## src/rtl/roc_link_pkg.sv

```systemverilog
// Shared host-link constants and state encodings.
// Used by the output reporter and its byte transmitter.
package roc_link_pkg;

    localparam int unsigned ROC_CLK_HZ       = 50_000_000;
    localparam int unsigned ROC_BAUD         = 115_200;
    localparam int unsigned ROC_CLKS_PER_BIT = ROC_CLK_HZ / ROC_BAUD;

    localparam logic [7:0] ROC_FRAME_HDR = 8'hA5;

    typedef enum logic [2:0] {
        FR_IDLE,
        FR_HDR,
        FR_DATA,
        FR_CSUM,
        FR_DRAIN
    } frame_state_e;

    typedef enum logic [1:0] {
        TX_IDLE,
        TX_START,
        TX_BITS,
        TX_STOP
    } tx_state_e;

endpackage

```

## src/rtl/uart_tx_byte.sv

```systemverilog
// 8N1 byte transmitter with a valid/ready byte input.
// Ready rises in the last stop-bit cycle so bytes chain without a gap.
module uart_tx_byte
    import roc_link_pkg::*;
#(
    parameter int unsigned CLKS_PER_BIT = ROC_CLKS_PER_BIT
) (
    input  logic       i_clk,
    input  logic       i_rst,
    input  logic       i_valid,
    input  logic [7:0] i_data,
    output logic       o_ready,
    output logic       o_tx
);

    localparam int unsigned CW = $clog2(CLKS_PER_BIT);
    localparam logic [CW-1:0] CNT_LAST = CW'(CLKS_PER_BIT - 1);

    tx_state_e     state_q, state_d;
    logic [CW-1:0] cnt_q, cnt_d;
    logic [2:0]    bit_q, bit_d;
    logic [7:0]    sh_q, sh_d;
    logic          tx_q, tx_d;
    logic          bit_end;

    assign bit_end = (cnt_q == CNT_LAST);
    assign o_ready = (state_q == TX_IDLE) || (state_q == TX_STOP && bit_end);
    assign o_tx    = tx_q;

    // Bit timing and shift sequencing; an accepted byte always restarts at START.
    always_comb begin
        state_d = state_q;
        cnt_d   = bit_end ? '0 : cnt_q + 1'b1;
        bit_d   = bit_q;
        sh_d    = sh_q;
        tx_d    = tx_q;
        unique case (state_q)
            TX_IDLE: begin
                cnt_d = '0;
                tx_d  = 1'b1;
            end
            TX_START: begin
                if (bit_end) begin
                    state_d = TX_BITS;
                    bit_d   = 3'd0;
                    tx_d    = sh_q[0];
                end
            end
            TX_BITS: begin
                if (bit_end) begin
                    if (bit_q == 3'd7) begin
                        state_d = TX_STOP;
                        tx_d    = 1'b1;
                    end else begin
                        bit_d = bit_q + 3'd1;
                        sh_d  = sh_q >> 1;
                        tx_d  = sh_q[1];
                    end
                end
            end
            TX_STOP: begin
                if (bit_end) begin
                    state_d = TX_IDLE;
                end
            end
            default: state_d = TX_IDLE;
        endcase
        if (i_valid && o_ready) begin
            state_d = TX_START;
            cnt_d   = '0;
            bit_d   = 3'd0;
            sh_d    = i_data;
            tx_d    = 1'b0;
        end
    end

    // Transmitter state; the line returns high the moment reset asserts.
    always_ff @(posedge i_clk or negedge i_rst) begin
        if (!i_rst) begin
            state_q <= TX_IDLE;
            cnt_q   <= '0;
            bit_q   <= 3'd0;
            sh_q    <= 8'h00;
            tx_q    <= 1'b1;
        end else begin
            state_q <= state_d;
            cnt_q   <= cnt_d;
            bit_q   <= bit_d;
            sh_q    <= sh_d;
            tx_q    <= tx_d;
        end
    end

endmodule

```

## src/rtl/roc_output_reporter.sv

```systemverilog
// Frames a snapshot of the core output vector as HDR, data, checksum
// and streams it over UART; one request may queue behind a busy frame.
module roc_output_reporter
    import roc_link_pkg::*;
#(
    parameter int unsigned ROC_OUTPUTS      = 8,
    parameter int unsigned ROC_OUTPUT_BYTES = (ROC_OUTPUTS + 7) >> 3,
    parameter int unsigned CLKS_PER_BIT     = ROC_CLKS_PER_BIT,
    parameter logic [7:0]  FRAME_HDR        = ROC_FRAME_HDR
) (
    input  logic                   i_clk,
    input  logic                   i_rst,
    input  logic [ROC_OUTPUTS-1:0] i_roc_outputs,
    input  logic                   i_req,
    output logic                   o_tx,
    output logic                   o_busy,
    output logic                   o_done
);

    localparam int unsigned SW = ROC_OUTPUT_BYTES * 8;
    localparam int unsigned IW = (ROC_OUTPUT_BYTES > 1) ? $clog2(ROC_OUTPUT_BYTES) : 1;
    localparam logic [IW-1:0] IDX_LAST = IW'(ROC_OUTPUT_BYTES - 1);

    frame_state_e  state_q, state_d;
    logic [IW-1:0] idx_q, idx_d;
    logic [7:0]    csum_q, csum_d;
    logic [SW-1:0] snap_q, snap_d;
    logic          pend_q, pend_d;

    logic [SW-1:0] snap_in;
    logic [7:0]    data_byte;
    logic          tx_valid;
    logic          tx_ready;
    logic [7:0]    tx_data;
    logic          launch;

    assign o_busy    = (state_q != FR_IDLE);
    assign data_byte = snap_q[{idx_q, 3'b000} +: 8];

    // Zero-pad the live vector up to a whole number of bytes.
    always_comb begin
        snap_in = '0;
        snap_in[ROC_OUTPUTS-1:0] = i_roc_outputs;
    end

    // Frame sequencing; a launch hands the header straight to the
    // transmitter so the start bit appears in the next cycle.
    always_comb begin
        state_d  = state_q;
        idx_d    = idx_q;
        csum_d   = csum_q;
        snap_d   = snap_q;
        pend_d   = pend_q;
        tx_valid = 1'b0;
        tx_data  = FRAME_HDR;
        o_done   = 1'b0;
        launch   = 1'b0;
        unique case (state_q)
            FR_IDLE: begin
                launch = i_req || pend_q;
            end
            FR_HDR: begin
                tx_valid = 1'b1;
                if (tx_ready) begin
                    state_d = FR_DATA;
                end
            end
            FR_DATA: begin
                tx_valid = 1'b1;
                tx_data  = data_byte;
                if (tx_ready) begin
                    csum_d = csum_q + data_byte;
                    if (idx_q == IDX_LAST) begin
                        state_d = FR_CSUM;
                    end else begin
                        idx_d = idx_q + 1'b1;
                    end
                end
            end
            FR_CSUM: begin
                tx_valid = 1'b1;
                tx_data  = csum_q;
                if (tx_ready) begin
                    state_d = FR_DRAIN;
                end
            end
            FR_DRAIN: begin
                if (tx_ready) begin
                    o_done = 1'b1;
                    launch = i_req || pend_q;
                    if (!launch) begin
                        state_d = FR_IDLE;
                    end
                end
            end
            default: state_d = FR_IDLE;
        endcase
        if (launch) begin
            tx_valid = 1'b1;
            tx_data  = FRAME_HDR;
            snap_d   = snap_in;
            idx_d    = '0;
            csum_d   = 8'h00;
            pend_d   = 1'b0;
            state_d  = tx_ready ? FR_DATA : FR_HDR;
        end else if (o_busy && i_req) begin
            pend_d = 1'b1;
        end
    end

    // Frame registers; reset abandons any frame in flight.
    always_ff @(posedge i_clk or negedge i_rst) begin
        if (!i_rst) begin
            state_q <= FR_IDLE;
            idx_q   <= '0;
            csum_q  <= 8'h00;
            snap_q  <= '0;
            pend_q  <= 1'b0;
        end else begin
            state_q <= state_d;
            idx_q   <= idx_d;
            csum_q  <= csum_d;
            snap_q  <= snap_d;
            pend_q  <= pend_d;
        end
    end

    uart_tx_byte #(
        .CLKS_PER_BIT (CLKS_PER_BIT)
    ) u_tx (
        .i_clk   (i_clk),
        .i_rst   (i_rst),
        .i_valid (tx_valid),
        .i_data  (tx_data),
        .o_ready (tx_ready),
        .o_tx    (o_tx)
    );

endmodule
```

## config.mk

```make
export PLATFORM = sky130hd
export DESIGN_NAME = roc_output_reporter
export DESIGN_NICKNAME = d
export VERILOG_FILES = /design/src/rtl/roc_link_pkg.sv /design/src/rtl/uart_tx_byte.sv /design/src/rtl/roc_output_reporter.sv
export SDC_FILE = /design/constraint.sdc
export NUM_CORES = 1
export LEC_CHECK = 0
export BUFFER_PORTS_ARGS = -buffer_cell sky130_fd_sc_hd__buf_2
export CAP_MARGIN = 30
export CORE_MARGIN = 3
export CORE_UTILIZATION = 55
export CTS_CLUSTER_DIAMETER = 30
export DETAILED_ROUTE_END_ITERATION = 16
export PLACE_DENSITY = 0.76
export SETUP_SLACK_MARGIN = 0.3
export SYNTH_ARGS = -nofsm -noshare
export SYNTH_HDL_FRONTEND = slang
export SYNTH_HIERARCHICAL = 1
export SYNTH_SLANG_ARGS = --single-unit
export TNS_END_PERCENT = 20
```

## constraint.sdc

```tcl
create_clock -name i_clk -period 2.8 [get_ports i_clk]
set_clock_uncertainty 0.1 [all_clocks]
set_input_delay 0.42 -clock i_clk [delete_from_list [all_inputs] [get_ports i_clk]]
set_output_delay 0.42 -clock i_clk [all_outputs]
set_load 0.01 [all_outputs]
```

======== After elaboration in Yosys (flattened, before gate mapping) ========
Index checks and enable logic that the tools add are counted.
storage, ports and cells
  register bits ........................... 44
  input bits .............................. 11
  output and inout bits ................... 3
  logic and storage cells ................. 109
operators by class
  $add $sub $neg .......................... 4
  eq/ne operators ......................... 22
  shifts and indexed selects .............. 1
  muxes and demuxes ....................... 49
  reduce and logical (&&, ||, !) cells .... 23
operators with widths
  kind                                                                    count
  8-bit 2-to-1 mux                                                        8
  3-bit 2-to-1 mux                                                        11
  9-bit 2-to-1 mux                                                        3
  3-bit != test (second input constant)                                   7
  8-bit case mux with 2 select lines                                      1
  1-bit 2-to-1 mux                                                        15
  3-bit case mux with 5 select lines                                      1
  2-bit 2-to-1 mux                                                        6
  2-bit nonzero test                                                      5
  9-bit by 1-bit adder with 9-bit output (second input constant)          1
  9-bit equality test (second input constant)                             1
  3-bit by 1-bit != test with 1-bit output (second input constant)        3
  8-bit adder                                                             1
  4-bit nonzero test                                                      2
  8-bit by 5-bit indexed part select with 8-bit output                    1
  7-bit AND reduction                                                     1
  3-bit by 2-bit equality test with 1-bit output (second input constant)  2
  3-bit equality test (second input constant)                             2
  2-bit case mux with 3 select lines                                      1
  3-bit case mux with 2 select lines                                      1
  3-bit AND reduction                                                     2
  3-bit nonzero test                                                      2
  5-bit AND reduction                                                     1
  2-bit equality test (second input constant)                             2
  15 further kinds                                                        19

======== Longest topological paths before layout ========
  depth in word-level cells ............... 9
  mapped depth ............................ 13
  mapped depth without buffers ............ 8

======== Hierarchy ========
The synthesis kept the hierarchy.
modules (own cells, without submodules)
  module               times used  cells each  area each (sq um)
  roc_output_reporter  1           130         1,317.5
  uart_tx_byte         1           124         1,282.5

======== Worst setup path after synthesis ========
OpenSTA, ideal clock, no wires.
  kind .................................... register to register
  start ................................... register u_tx.cnt_q[0]
  end ..................................... register u_tx.state_q[1]
  setup time .............................. 0.096 ns
  arrival ................................. 2.480 ns
  data required time ...................... 2.604 ns
  setup slack ............................. 0.124 ns
  stages on the path, launching flop included .. 13
  path buffers ............................ 5
  clock period less this slack ............ 2.676 ns
  cell sequence ........................... dfrtp_1 > ha_1 > and4b_1 > a31o_1 > buf_6 > buf_2 > o221ai_4 > buf_6 > o21ai_0 > clkbuf_1 > and2_4 > buf_6 > a311oi_2
on the way
  cells in the longest elaborated chain, start to end .. 9
  elaborated cells on any way between the ends .. 14
  classes of those cells .................. 5 x eq/ne; 4 x mux; 5 x reduce/logical
RTL lines
  element                                                                           RTL line                   RTL
  from (decl)                                                                       uart_tx_byte.sv:20         logic [CW-1:0] cnt_q, cnt_d;
  from (signal assigned)                                                            uart_tx_byte.sv:87         cnt_q <= cnt_d;
  9-bit equality test *                                                             uart_tx_byte.sv:26         assign bit_end = (cnt_q == CNT_LAST);
  1-bit logical AND *                                                               uart_tx_byte.sv:27         assign o_ready = (state_q == TX_IDLE) || (state_q == TX_STOP && bit_end);
  1-bit logical OR *                                                                uart_tx_byte.sv:27
  net tx_ready                                                                      roc_output_reporter.sv:33  logic tx_ready;
  1-bit 2-to-1 mux *                                                                roc_output_reporter.sv:88  if (tx_ready) begin
  1-bit case mux with 2 select lines *                                              roc_output_reporter.sv:58  unique case (state_q)
  1-bit 2-to-1 mux *                                                                roc_output_reporter.sv:98  if (launch) begin
  net tx_valid                                                                      roc_output_reporter.sv:32  logic tx_valid;
  1-bit logical AND *                                                               uart_tx_byte.sv:68         if (i_valid && o_ready) begin
  3-bit by 2-bit != test with 1-bit output (no line), or another cell as far along  -
  5-bit AND reduction (no line)                                                     -
  to (signal assigned)                                                              uart_tx_byte.sv:86         state_q <= state_d;
  to (decl)                                                                         uart_tx_byte.sv:19         tx_state_e state_q, state_d;
Mark *: on every way through the listed nets, which the timed path passes. The rest lies on a longest branch.
A chain may end at the register's enable or synchronous reset.

======== Final worst setup path ========
  start ................................... register u_tx.cnt_q[1]
  end ..................................... output o_done
on the way
  cells in the longest elaborated chain, start to end .. 5
RTL lines
  element              RTL line                   RTL
  9-bit equality test  uart_tx_byte.sv:26
  1-bit logical AND    uart_tx_byte.sv:27
  1-bit logical OR     uart_tx_byte.sv:27
  net tx_ready         roc_output_reporter.sv:33
  1-bit 2-to-1 mux     roc_output_reporter.sv:88
  1-bit 2-to-1 mux     roc_output_reporter.sv:58
  to (decl)            roc_output_reporter.sv:17  output logic o_done
The timed path passes the listed nets, and every way through them passes these cells.

==> results.txt <==
----------------------------------------------------
[Run status]
  Run status ... complete, no violations

[Yosys]
  Ys async rst share ... 100.0%
  Cell area after synthesis ... 2600 sq um
  Post-synthesis sequential area ratio ... 41.43%
  Post-synth EDFFs ... 0
  Synth Net Count ... 281
  YS warnings ... 6
  Distinct cell type count of the synthesized netlist ... 53
  Synthesized area per cell ... 10.24 sq um
  Primary FF master, synth ... dfrtp_1
  Post-synthesis instance total ... 254
  Flops & latches, synth ... 43

[Routing]
  Via Count ... 1884
  Detailed-route wire length per cell ... 14.66 microns
  Total detailed-routing wirelength ... 4765 microns
  Count of antenna-violating nets left after detailed routing ... 0
  Drt drc ... 0
  Detail-routed via count per cell ... 5.797
  Drt pass-1 iters ... 4
  Violation count after the first detailed-route iteration ... 144

[Timing]
  Shortest clock period the worst path allows after layout ... 2.408 ns
  Hold Fails Final Rpt ... 0
  Total setup violations reported at the end of the flow ... 0
  Worst slew margin ... 53.62%
  F_max ... 415.3 MHz
  Number of max-slew violations in the final report ... 0
  Post-route setup TNS ... 0 ns
  Transition at the pin with the smallest max-transition slack ... 0.6956 ns
  Portion of the clock cycle consumed by the worst path in the final layout ... 85.99%
  Unrepaired setup endpoints after global routing ... false

[Cells and area]
  Leading cell type in the layout, fill and taps excluded ... dfrtp_1
  Leading cell types in the layout, fill and taps excluded ... 42 x dfrtp_1, 25 x nor2_1, 20 x mux2i_1, 19 x nand3_1, 17 x o21ai_0
  Layout overhead on the synthesized area ... 9.624%
  Layout cells sized above 1 ... 19.05%
  Number of antenna repair diodes ... 0
  Layout Nets ... 299

[Setup path]
  Worst setup path category ... reg2out
  Nature of the critical path endpoint ... output pin
  Crit path arrival time ... 1.89 ns
  Worst-path maximum fanout ... 11
  Element type at the critical path start ... flop
  CP required ... 2.28 ns

[CTS]
  CTS Buf Count ... 5
  Clock Sink Count ... 43
  Bufs on Longest Clock Path ... 2
  Clock Pin Slew Worst Setup and Hold Paths ... 0.07 ns
  Clock network latency to the later pin of the worst-skew pair ... 0.29 ns
  TritonCTS clock tree ... built
  Clock Tree Root ... clkbuf_8
  Number of H-tree levels ... 2

[Global routing]
  Pin count of the biggest net entering global routing ... 44
  All-Layer GR Usage ... 19.28%
  Wire length of the first global-routing pass ... 8280 microns
  Antenna violations before repair ... 0
  Via count of the first global-routing pass ... 1864
  Leftover overflow at the end of global routing ... 0

[Floorplan]
  Core region area ... 4444 sq um
  Top Ports ... 14
  Area of the die ... 5588 sq um
  Initial cell density of the core ... 58.50%
  Vertical die dimension ... 74.76 microns
  Horiz. Die Dim ... 74.76 microns
  Row Count ... 24

[Worst hold path]
  Type of the most critical hold path ... in2reg

[Flow run]
  Max Cap Violations ... 0

[Power and ir drop]
  Proportion of power drawn by the clock network ... 35.2%
  Combinational group share of total power ... 10.1%
  P per Cell Area ... 421.2 nW/um^2
  Switching part of the total ... 23.05%
  Max rail drop VDD ... 0.3645 mV
  Internal power ... 923.7 uW
  Portion of total power attributed to sequential cells ... 54.7%
  Post-layout total power ... 1200 uW
  Total net switching power ... 276.7 uW
  Leakage power of the design ... 0.001317 uW

[Placement]
  Placed wire-length estimate after detailed placement ... 3431 microns
  # port buffers ... 13
  Final weighted congestion in routability-driven placement ... 0.8479

----------------------------------------------------
==> final timing paths <==
| path | startpoint | to | slack (ns) | cells past startpoint |
|---|---|---|---|---|
| hold reg to reg | csum_q[7] | csum_q[7] | 0.40 | 1 |
| setup reg to reg | u_tx/cnt_q[1] | u_tx/state_q[0] | 0.49 | 8 |
| min in group asynchronous | i_rst | u_tx/bit_q[1] | 0.51 | 2 |
| hold / removal | i_roc_outputs[6] | snap_q[6] | 0.26 | 2 |
| setup / recovery | u_tx/cnt_q[1] | o_done | 0.39 | 7 |
| max in group asynchronous | i_rst | u_tx/o_tx | 1.54 | 3 |
==> power by group through the flow <==
stage / combinational, uW / clock (uW) / sequential (uW)
2_1_floorplan: 82.1 / 0 / 664
3_3_place_gp: 112 / 0 / 669
3_5_place_dp: 115 / 0 / 670
4_1_cts: 116 / 441 / 657
5_1_grt: 138 / 469 / 661
6_report: 121 / 422 / 657
==> cell type report <==
| cell class | count | area (sq um) |
|---|---|---|
| Fill cell | 377 | 1594 |
| Multi-Input combinational cell | 191 | 1419 |
| Sequential cell | 43 | 1077 |
| Timing Repair Buffer | 21 | 151.4 |
| Clock buffer | 8 | 100.1 |
| Tap cell | 52 | 65.06 |
| Inverter | 10 | 37.54 |
==> synthesized netlist by cell type (all sizes together), types with 2 or more instances <==
master	instances	area, sq um
dfrtp	42	1051
nor2	26	105.1
mux2i	20	200.2
nand3	19	95.09
o21ai	18	90.09
ha	15	187.7
nand2	15	56.30
inv	10	37.53
a21oi	9	45.04
mux2	8	90.09
buf	7	66.31
xnor2	7	61.31
a21o	4	31.28
nand2b	4	25.02
nor3	4	25.02
xor2	4	35.03
a211oi	3	37.54
and2	3	21.27
clkbuf	3	11.26
nor3b	3	22.52
a311oi	2	23.77
and3	2	13.77
nand4	2	18.77
nor2b	2	12.51
o22ai	2	12.51
or2	2	12.51
==> sequential cells by signal, summed over array words and instances (netlist names) <==
register	flops
state_q	3
snap_q	8
csum_q	8
u_tx/cnt_q	9
u_tx/bit_q	3
u_tx/sh_q	8
pend_q	1
u_tx/state_q	2
u_tx/o_tx	1
==> routing by layer <==
metal	part of all wire (%)	track usage, %	vias to the layer above
li1	-	-	945
met1	47	24.66	908
met2	50	32.88	25
met3	2.2	4.806	6
met4	1.1	4.743	0
met5	0	0	-
==> cell families after synthesis <==
group	count (synthesis)	synth area share (%)
AOI/OAI and AO/OA	47	13.04
xor gates and xnor gates	11	3.705
adders and majority gates	16	7.988
buffers and inverters	20	4.427
DFF	43	41.43
muxes	28	11.16
and+or+nand+nor	89	18.24
==> stage by stage <==
stage	util [%]	hold slack, ns	instances	cell area [sq um]	worst slack [ns]
6_report	64.13	0.2594	325	2850	0.3923
2_1_floorplan	-	0.02441	254	2613	0.2353
3_5_place_dp	60.25	0.3880	312	2678	0.4310
5_1_grt	64.13	0.2508	325	2850	0.3020
4_1_cts	62.70	0.2043	320	2786	0.3396
3_3_place_gp	60.25	0.3793	312	2678	0.5094
==> critical path, cell delays in order, from the launching register on <==
cell and delay, ns:
dfrtp_1 0.38, inv_1 0.06, ha_2 0.18, and4b_1 0.23, a31o_4 0.29, buf_6 0.15
and3_2 0.19, buf_2 0.13
==> what timing repair did <==
item | CTS | global route
gates resized for setup | 2 | 1
endpoints found under the hold margin | 0 | 18
hold buffers | 0 | 1
pin swaps | 0 | 1
setup endpoints to repair | 1 | 1
setup buffers | 0 | 3
(Power assumes the default switching activity.)
